$ cat src/rtl/sar_pkg.sv
// Shared definitions for the SAR comparator/sample-and-hold stand-in.
package sar_pkg;

  typedef enum logic [1:0] {
    IDLE    = 2'd0,
    ARM     = 2'd1,
    CONVERT = 2'd2
  } state_t;

  localparam int SAR_WIDTH      = 8;
  localparam int ARM_CYCLES_DEF = 2;
  localparam int TIMEOUT_DEF    = 16;

endpackage

$ cat src/rtl/sat_counter8.sv
// 8-bit incrementer that sticks at 255 instead of wrapping; synchronous clear.
module sat_counter8 (
  input  logic       clk,
  input  logic       clear,
  input  logic       inc,
  output logic [7:0] count
);

  always_ff @(posedge clk) begin
    if (clear) begin
      count <= 8'd0;
    end else if (inc && (count != 8'hFF)) begin
      count <= count + 8'd1;
    end
  end

endmodule

$ cat src/rtl/sar_cmp_responder.sv
// Comparator + sample-and-hold stand-in for the SAR ADC controller: holds a
// digital sample, runs the SAR through reset/convert and checks its result.
module sar_cmp_responder
  import sar_pkg::*;
#(
  parameter int WIDTH      = SAR_WIDTH,
  parameter int ARM_CYCLES = ARM_CYCLES_DEF,
  parameter int TIMEOUT    = TIMEOUT_DEF
) (
  input  logic             clk,
  input  logic             rst,
  input  logic             sample_valid,
  input  logic [WIDTH-1:0] sample_value,
  output logic             sample_ready,
  output logic             sar_rst_n,
  input  logic [WIDTH-1:0] dac_code,
  input  logic             sar_done,
  output logic             cmp_out,
  output logic             result_valid,
  output logic [WIDTH-1:0] result_code,
  output logic             result_match,
  output logic             result_timeout,
  output logic [7:0]       conv_count,
  output logic [7:0]       err_count,
  output state_t           debug_state
);

  localparam int TMR_MAX = (TIMEOUT > ARM_CYCLES) ? TIMEOUT : ARM_CYCLES;
  localparam int TMR_W   = $clog2(TMR_MAX + 1);

  state_t             state, state_next;
  logic [TMR_W-1:0]   tmr, tmr_next;
  logic [WIDTH-1:0]   held;
  logic               held_load;
  logic               exit_done, exit_tmo, exit_any, done_match;

  // Handshake: a sample transfers on a rising edge where sample_valid and
  // sample_ready are both high; the source keeps valid/value stable until then.
  assign sample_ready = (state == IDLE);
  assign cmp_out      = (state == CONVERT) && (held >= dac_code);
  assign debug_state  = state;

  always_comb begin
    state_next = state;
    tmr_next   = tmr;
    held_load  = 1'b0;
    exit_done  = 1'b0;
    exit_tmo   = 1'b0;
    case (state)
      IDLE: begin
        if (sample_valid) begin
          state_next = ARM;
          tmr_next   = '0;
          held_load  = 1'b1;
        end
      end
      ARM: begin
        if (tmr == TMR_W'(ARM_CYCLES - 1)) begin
          state_next = CONVERT;
          tmr_next   = '0;
        end else begin
          tmr_next = tmr + 1'b1;
        end
      end
      CONVERT: begin
        tmr_next = tmr + 1'b1;
        // Done takes priority over a timeout landing in the same cycle.
        if (sar_done) begin
          exit_done  = 1'b1;
          state_next = IDLE;
        end else if (tmr == TMR_W'(TIMEOUT - 1)) begin
          exit_tmo   = 1'b1;
          state_next = IDLE;
        end
      end
      default: state_next = IDLE;
    endcase
  end

  assign exit_any   = exit_done || exit_tmo;
  assign done_match = exit_done && (dac_code == held);

  always_ff @(posedge clk) begin
    if (rst) begin
      state          <= IDLE;
      tmr            <= '0;
      held           <= '0;
      sar_rst_n      <= 1'b0;
      result_valid   <= 1'b0;
      result_code    <= '0;
      result_match   <= 1'b0;
      result_timeout <= 1'b0;
    end else begin
      state        <= state_next;
      tmr          <= tmr_next;
      sar_rst_n    <= (state_next == CONVERT);
      result_valid <= exit_any;
      if (held_load) begin
        held <= sample_value;
      end
      if (exit_any) begin
        result_code    <= dac_code;
        result_match   <= done_match;
        result_timeout <= exit_tmo;
      end
    end
  end

  sat_counter8 u_conv_count (
    .clk   (clk),
    .clear (rst),
    .inc   (exit_any),
    .count (conv_count)
  );

  sat_counter8 u_err_count (
    .clk   (clk),
    .clear (rst),
    .inc   (exit_any && !done_match),
    .count (err_count)
  );

endmodule

$ cat config.mk
export PLATFORM = sky130hd
export DESIGN_NAME = sar_cmp_responder
export DESIGN_NICKNAME = d
export VERILOG_FILES = /design/src/rtl/sar_pkg.sv /design/src/rtl/sat_counter8.sv /design/src/rtl/sar_cmp_responder.sv
export SDC_FILE = /design/constraint.sdc
export NUM_CORES = 1
export LEC_CHECK = 0
export ABC_AREA = 1
export CAP_MARGIN = 20
export CORE_MARGIN = 1.5
export CORE_UTILIZATION = 50
export CTS_BUF_LIST = sky130_fd_sc_hd__clkbuf_4 sky130_fd_sc_hd__clkbuf_8 sky130_fd_sc_hd__clkbuf_16
export DETAILED_ROUTE_END_ITERATION = 6
export HOLD_SLACK_MARGIN = 0.08
export PLACE_DENSITY = 0.8
export SETUP_SLACK_MARGIN = 0.05
export SLEW_MARGIN = 20
export SYNTH_ARGS = -nofsm -noshare
export SYNTH_HDL_FRONTEND = slang
export SYNTH_SLANG_ARGS = --single-unit
$ cat constraint.sdc
create_clock -name clk -period 2.9 [get_ports clk]
set_input_delay 0.87 -clock clk [delete_from_list [all_inputs] [get_ports clk]]
set_output_delay 0.87 -clock clk [all_outputs]
set_load 0.005 [all_outputs]
==> results of run 1 <==
-- sequential cells by signal (all words and copies together), names as in the netlist --
name / flops
debug_state: 2
held: 8
result_code: 8
result_match: 1
result_timeout: 1
result_valid: 1
sar_rst_n: 1
tmr: 5
u_conv_count.count: 8
u_err_count.count: 8
-- cells in the mapped netlist --
cell | n | area [um^2]
nor3_1 | 4 | 20.0
nor2_2 | 2 | 12.5
nand2_4 | 1 | 11.3
a21oi_1 | 26 | 130
nand4_1 | 5 | 31.3
nor2_1 | 42 | 158
buf_4 | 1 | 7.51
and2_1 | 1 | 6.26
nand2_8 | 1 | 20.0
nand3_2 | 1 | 10.0
inv_2 | 1 | 3.75
nand3_1 | 17 | 85.1
nand3_4 | 2 | 35.0
dfxtp_1 | 43 | 861
ha_1 | 18 | 225
a21oi_2 | 1 | 8.76
nand3b_1 | 1 | 7.51
clkbuf_1 | 3 | 11.3
buf_6 | 2 | 22.5
nor3b_1 | 1 | 7.51
nand2_2 | 4 | 25.0
nand2_1 | 54 | 203
o21ai_0 | 26 | 130
o21ai_1 | 1 | 5.00
xor2_1 | 6 | 52.6
o211ai_1 | 1 | 7.51
a21o_1 | 1 | 7.51
a31oi_1 | 1 | 6.26
inv_1 | 41 | 154
-- timing repair --
item                                    4_1_cts  5_1_grt
cloned                                        0        0
pin swaps                                    15       11
endpoints found under the setup margin        1        7
buffers inserted                             36        2
gates resized for setup                      49       15
-- logic make-up (layout without fill, tap and decap cells) --
kind of cell	after synthesis	after routing	share of synthesized area [%]
AND/OR/NAND/NOR	136	136	27.9
AO/OA/AOI/OAI	57	57	13.0
buffers and inverters	48	146	8.78
flip-flops	43	43	38.0
adder cells (fa/ha/maj)	18	18	9.94
XOR/XNOR	6	6	2.32
-- per-layer routing --
metal	vias to the layer above	GRT usage, %	wire length (um)
li1	1190	-	-
met1	1135	32.9	2790
met2	90	46.0	3430
met3	32	5.92	331
met4	0	17.1	348
met5	-	0	0
-- layout make-up --
cell class | instances | share of cell area [%]
multi-input cells | 217 | 40.1
well taps | 52 | 1.93
clock inverters | 2 | 1.04
clock buffers | 6 | 2.44
flip-flops and latches | 43 | 25.5
inverters | 42 | 4.66
repair buffers | 96 | 24.3
-- critical path, delay by kind of cell --
kind	cells	cell delay [ps]
AOI/OAI and AO/OA	1	180
and+or+nand+nor	5	340
buffers and inverters	3	280
adders and majority gates	1	280
-- power breakdown --
group          switching, W  internal, W
sequential        0.0000199     0.000607
clock              0.000225     0.000279
combinational      0.000127     0.000131
-- stage by stage --
step	hold WS (ps)	instance area, um^2	power, W	setup TNS (ps)
3_3_place_gp	447	2850	0.000782	-760
4_1_cts	468	3320	0.00133	0
6_report	480	3380	0.00139	0
3_5_place_dp	453	2850	0.000786	-805
2_1_floorplan	433	2260	0.000719	0
5_1_grt	538	3380	0.00144	0
-- worst max path at each step --
| stage | slack, ps | from | cells after the start | to |
|---|---|---|---|---|
| floorplan | 290 | dac_code[7] | 8 | cmp_out |
| global placement | -760 | dac_code[7] | 10 | cmp_out |
| detailed placement | -810 | dac_code[7] | 10 | cmp_out |
| CTS | 50 | dac_code[6] | 10 | cmp_out |
| global route | 10 | dac_code[3] | 10 | cmp_out |
| finish | 70 | dac_code[3] | 10 | cmp_out |
==> impl_metrics.ini, run 1 <==
[outcome]
status = completed

[floorplan]
core-area_um2 = 4350
pin_count = 52
die-area_um2 = 4940
fp-row-count = 24
die_height_um = 70.3
fp.dieW_um = 70.3
initial_core_util_pct = 52.0

[drt]
avgViaCountPerCell = 5.34
ant_nets = 0
drcViolationCount = 0
drt-total-wl_um = 6910
vias = 2447
avgRoutedWirePerCell_um = 15.1
drt_iter0_drc = 207
drt_first_pass_iters = 4

[clocking]
cts_root_buf = clkbuf_8
cts_max_level = 2
hold_buffers = 0
cts_tree = done
clock_sinks = 43
cts_buffers = 5
path_clk_slew_ps = 90
insertion_delay_ps = 310
clk_path_buf_depth = 2

[power_and_ir_drop]
p_leak_nw = 1.42
peakVddDrop_mv = 0.412
p_per_area_nw_per_um2 = 411

[final_layout]
utilization_pct = 77.6
layout_commonest_cell = nand2_1
regArea_um2 = 861
diodes = 0
final_nets = 443
fill_cells = 300
multi_input_area_um2 = 1360
drive_gt1_share_pct = 24.6
final_cell_mix = nand2_1, buf_4, dfxtp_1
layout.cells.non_filler = 458
area_growth_pct = 49.2

[sta]
skew_ps = 5.42
finalSetupViolCount = 0
rsz0062_at_grt = no
slew_viol_final = 0
finalCriticalPeriod_ps = 2830
worstMarginPinSlew_ps = 423
clock.fmax_mhz = 354
hold_viol_final = 0
slew_headroom_pct = 71.7
period_share_pct = 97.5
fin_ws_ps = 71.4

[run]
maxCapViolCount = 0

[global_route]
grt_pass1_wl_um = 10900
grt.overflow.total = 0
grt_max_degree = 28
antenna_found_initial = 0
grt.total_usage_pct = 27.9
grt_pass1_vias = 2320

[place]
io_buffer_count = 51
gp_congestion = 0.847
dp_cells = 412
dp_worst_setup_slack_ps = -805
hpwl_um = 3580

[synthesis]
synth_cells = 308
yosysSeqAreaShare_pct = 38.0
ys_types = 29
yosysWarnings = 0
syn_nets = 346
syn-cell-area_um2 = 2260
ys_ff_latch = 43
syn-mean-instance-area_um2 = 7.35

[worst_setup_path]
required_ps = 2030
critPathLaunchType = primary input
reg2reg_from = held[6]$_SDFFE_PP0P_
arrival_ps = 1960
cp-end-kind = output pin
cp_slowest_cell = ha_4
cp_common_cell = buf_2
r2r_end = u_err_count.count[1]$_SDFFE_PP0P_
slowest_delay_ps = 280
r2r_cells = 17
path_class = in2out
cp_cell_sequence = buf_2, inv_2, ha_4, nand2_4, nor2_4, nand2_2, nand2_1, nor2_1, a21oi_1, buf_2
r2r_slack_ps = 470
crit_fanout = 2

[hold_path]
hold_start = result_timeout$_SDFFE_PP0P_
whs_path_depth = 2
hp-class = reg2reg
hold_end = result_timeout$_SDFFE_PP0P_
(Power assumes the default switching activity.)
==> run 2, diff against run 1 <==
--- a/config.mk
+++ b/config.mk
@@ -10,7 +10,9 @@
 export CORE_MARGIN = 1.5
 export CORE_UTILIZATION = 50
 export CTS_BUF_LIST = sky130_fd_sc_hd__clkbuf_4 sky130_fd_sc_hd__clkbuf_8 sky130_fd_sc_hd__clkbuf_16
+export CTS_CLUSTER_DIAMETER = 100
 export DETAILED_ROUTE_END_ITERATION = 6
+export GPL_TIMING_DRIVEN = 0
 export HOLD_SLACK_MARGIN = 0.08
 export PLACE_DENSITY = 0.8
 export SETUP_SLACK_MARGIN = 0.05
==> run 2 against run 1 <==
Global-route usage increased by 1.4 points. Core utilization grew 1.5 points. Routed wire length is 12% higher. Critical endpoint unchanged. Worst hold slack worse by 8.8 ps. Total power up 0.73%. Count of clock-buffer cells in the layout decreased by 1. Clock skew up 6.2 ps. Critical path depth unchanged. Die area is the same. First-iteration DRC count increased by 30%. Sequential power barely moved.
==> impl_metrics.ini, run 2 (same netlist as run 1, synthesis figures left out) <==
[sta]
final.setup.tns_ps = 0
clock.fmax_mhz = 352
skew_ps = 11.6
slew_viol_final = 0
slew_headroom_pct = 67.4
finalCriticalPeriod_ps = 2840
worstMarginPinSlew_ps = 489
hold_viol_final = 0
hold_ws_ps = 471
period_share_pct = 97.9
rsz0062_at_grt = yes
finalSetupViolCount = 0

[drt]
wl_met3_um = 614
drt_first_pass_iters = 5
drt-total-wl_um = 7750
top_layer_used = met4
avgRoutedWirePerCell_um = 16.8
avgViaCountPerCell = 5.57
drt_iter0_drc = 270
ant_nets = 0
drcViolationCount = 0
wl_met2_um = 3740
vias = 2575
met1_length_um = 2880

[worst_setup_path]
cp_cell_sequence = clkbuf_2, inv_2, ha_4, nand2_4, nor2_4, nand2_2, nand2_2, nor2_2, a21oi_2, buf_2
path_class = in2out
slowest_delay_ps = 280
required_ps = 2030
cp_common_cell = nand2_2
critPathLaunchType = primary input
cp-end-kind = output pin
cp_slowest_cell = ha_4
arrival_ps = 1970
crit_fanout = 2

[place]
gp_congestion = 0.820
hpwl_um = 3680
io_buffer_count = 51

[clocking]
path_clk_slew_ps = 80
clk_path_buf_depth = 2
clock_sinks = 43
cts_root_buf = clkbuf_8
cts_max_level = 2
cts_buffers = 5
insertion_delay_ps = 320
cts_tree = done

[final_layout]
regArea_um2 = 861
final_cell_mix = nand2_1, buf_4, dfxtp_1
drive_gt1_share_pct = 26.1
layout_commonest_cell = nand2_1
area_growth_pct = 52.2
multi_input_area_um2 = 1380
fill_cells = 273
diodes = 0
final_nets = 447

[global_route]
grt_pass1_vias = 2442
grt.overflow.total = 0
antenna_found_initial = 0
grt_pass1_wl_um = 11500
grt_max_degree = 16
grt.total_usage_pct = 29.4

[power_and_ir_drop]
p_leak_nw = 1.44
peakVddDrop_mv = 0.412
p_per_area_nw_per_um2 = 406

[floorplan]
initial_core_util_pct = 52.0
fp-row-count = 24
die-area_um2 = 4940
core-area_um2 = 4350
pin_count = 52
fp.dieW_um = 70.3
die_height_um = 70.3

[outcome]
status = completed

[run]
maxCapViolCount = 0

[hold_path]
hp-class = reg2reg
-- run 2: cell types whose count changed in the layout (fill, tap and decap cells not counted), sizes merged --
| cell | change |
|---|---|
| inv | +1 |
| buf | -1 |
| clkbuf | +4 |
-- run 2: power breakdown --
part	internal [W]	total (W)	switching, W
clock network	0.000261	0.000500	0.000239
registers	0.000607	0.000626	0.0000193
logic	0.000136	0.000272	0.000137
total	0.00100	0.00140	0.000395
-- run 2: worst paths after layout --
kind	slack, ps	from	cells after the start	to
worst min register to register	470	result_timeout$_SDFFE_PP0P_	2	result_timeout$_SDFFE_PP0P_
worst max register to register	360	held[7]$_SDFFE_PP0P_	17	u_err_count.count[1]$_SDFFE_PP0P_
worst min-delay path	470	result_timeout$_SDFFE_PP0P_	2	result_timeout$_SDFFE_PP0P_
worst max-delay path	60	dac_code[3]	10	cmp_out
-- run 2: what timing repair did --
item / 4_1_cts / 5_1_grt
buffers inserted: 38 / 5
hold buffers: 0 / 0
setup endpoints to repair: 1 / 7
pin swaps: 16 / 16
gates resized for setup: 51 / 27
-- run 2: stage by stage --
step | util (%) | cells | total power [W] | area (um^2) | setup slack, ps
after floorplan | - | 308 | 0.000719 | 2260 | 286
after CTS | 77.2 | 457 | 0.00134 | 3360 | 50.5
after global routing | 79.1 | 462 | 0.00144 | 3450 | 1.52
after detailed placement | 65.2 | 411 | 0.000782 | 2840 | -856
after global placement | 65.2 | 411 | 0.000778 | 2840 | -848
final | 79.1 | 462 | 0.00140 | 3450 | 60.4
-- run 2: final cells by class --
cell class / instances / area share (%)
clock inverters: 3 / 1.38
repair buffers: 94 / 23.7
flip-flops and latches: 43 / 25.0
clock buffers: 5 / 2.00
plain buffers: 6 / 1.20
multi-input cells: 217 / 40.1
well taps: 52 / 1.89
inverters: 42 / 4.72
-- run 2: metal layers --
| metal | GRT usage (%) | vias up |
|---|---|---|
| li1 | - | 1203 |
| met1 | 35.9 | 1176 |
| met2 | 47.8 | 145 |
| met3 | 6.06 | 51 |
| met4 | 16.5 | 0 |
| met5 | 0 | - |
-- run 2: worst max-delay path, delay by kind of cell --
family	cells	cell delay, ps
compound gates	1	160
fa+ha+maj	1	280
buf+inv	3	270
simple gates	5	370
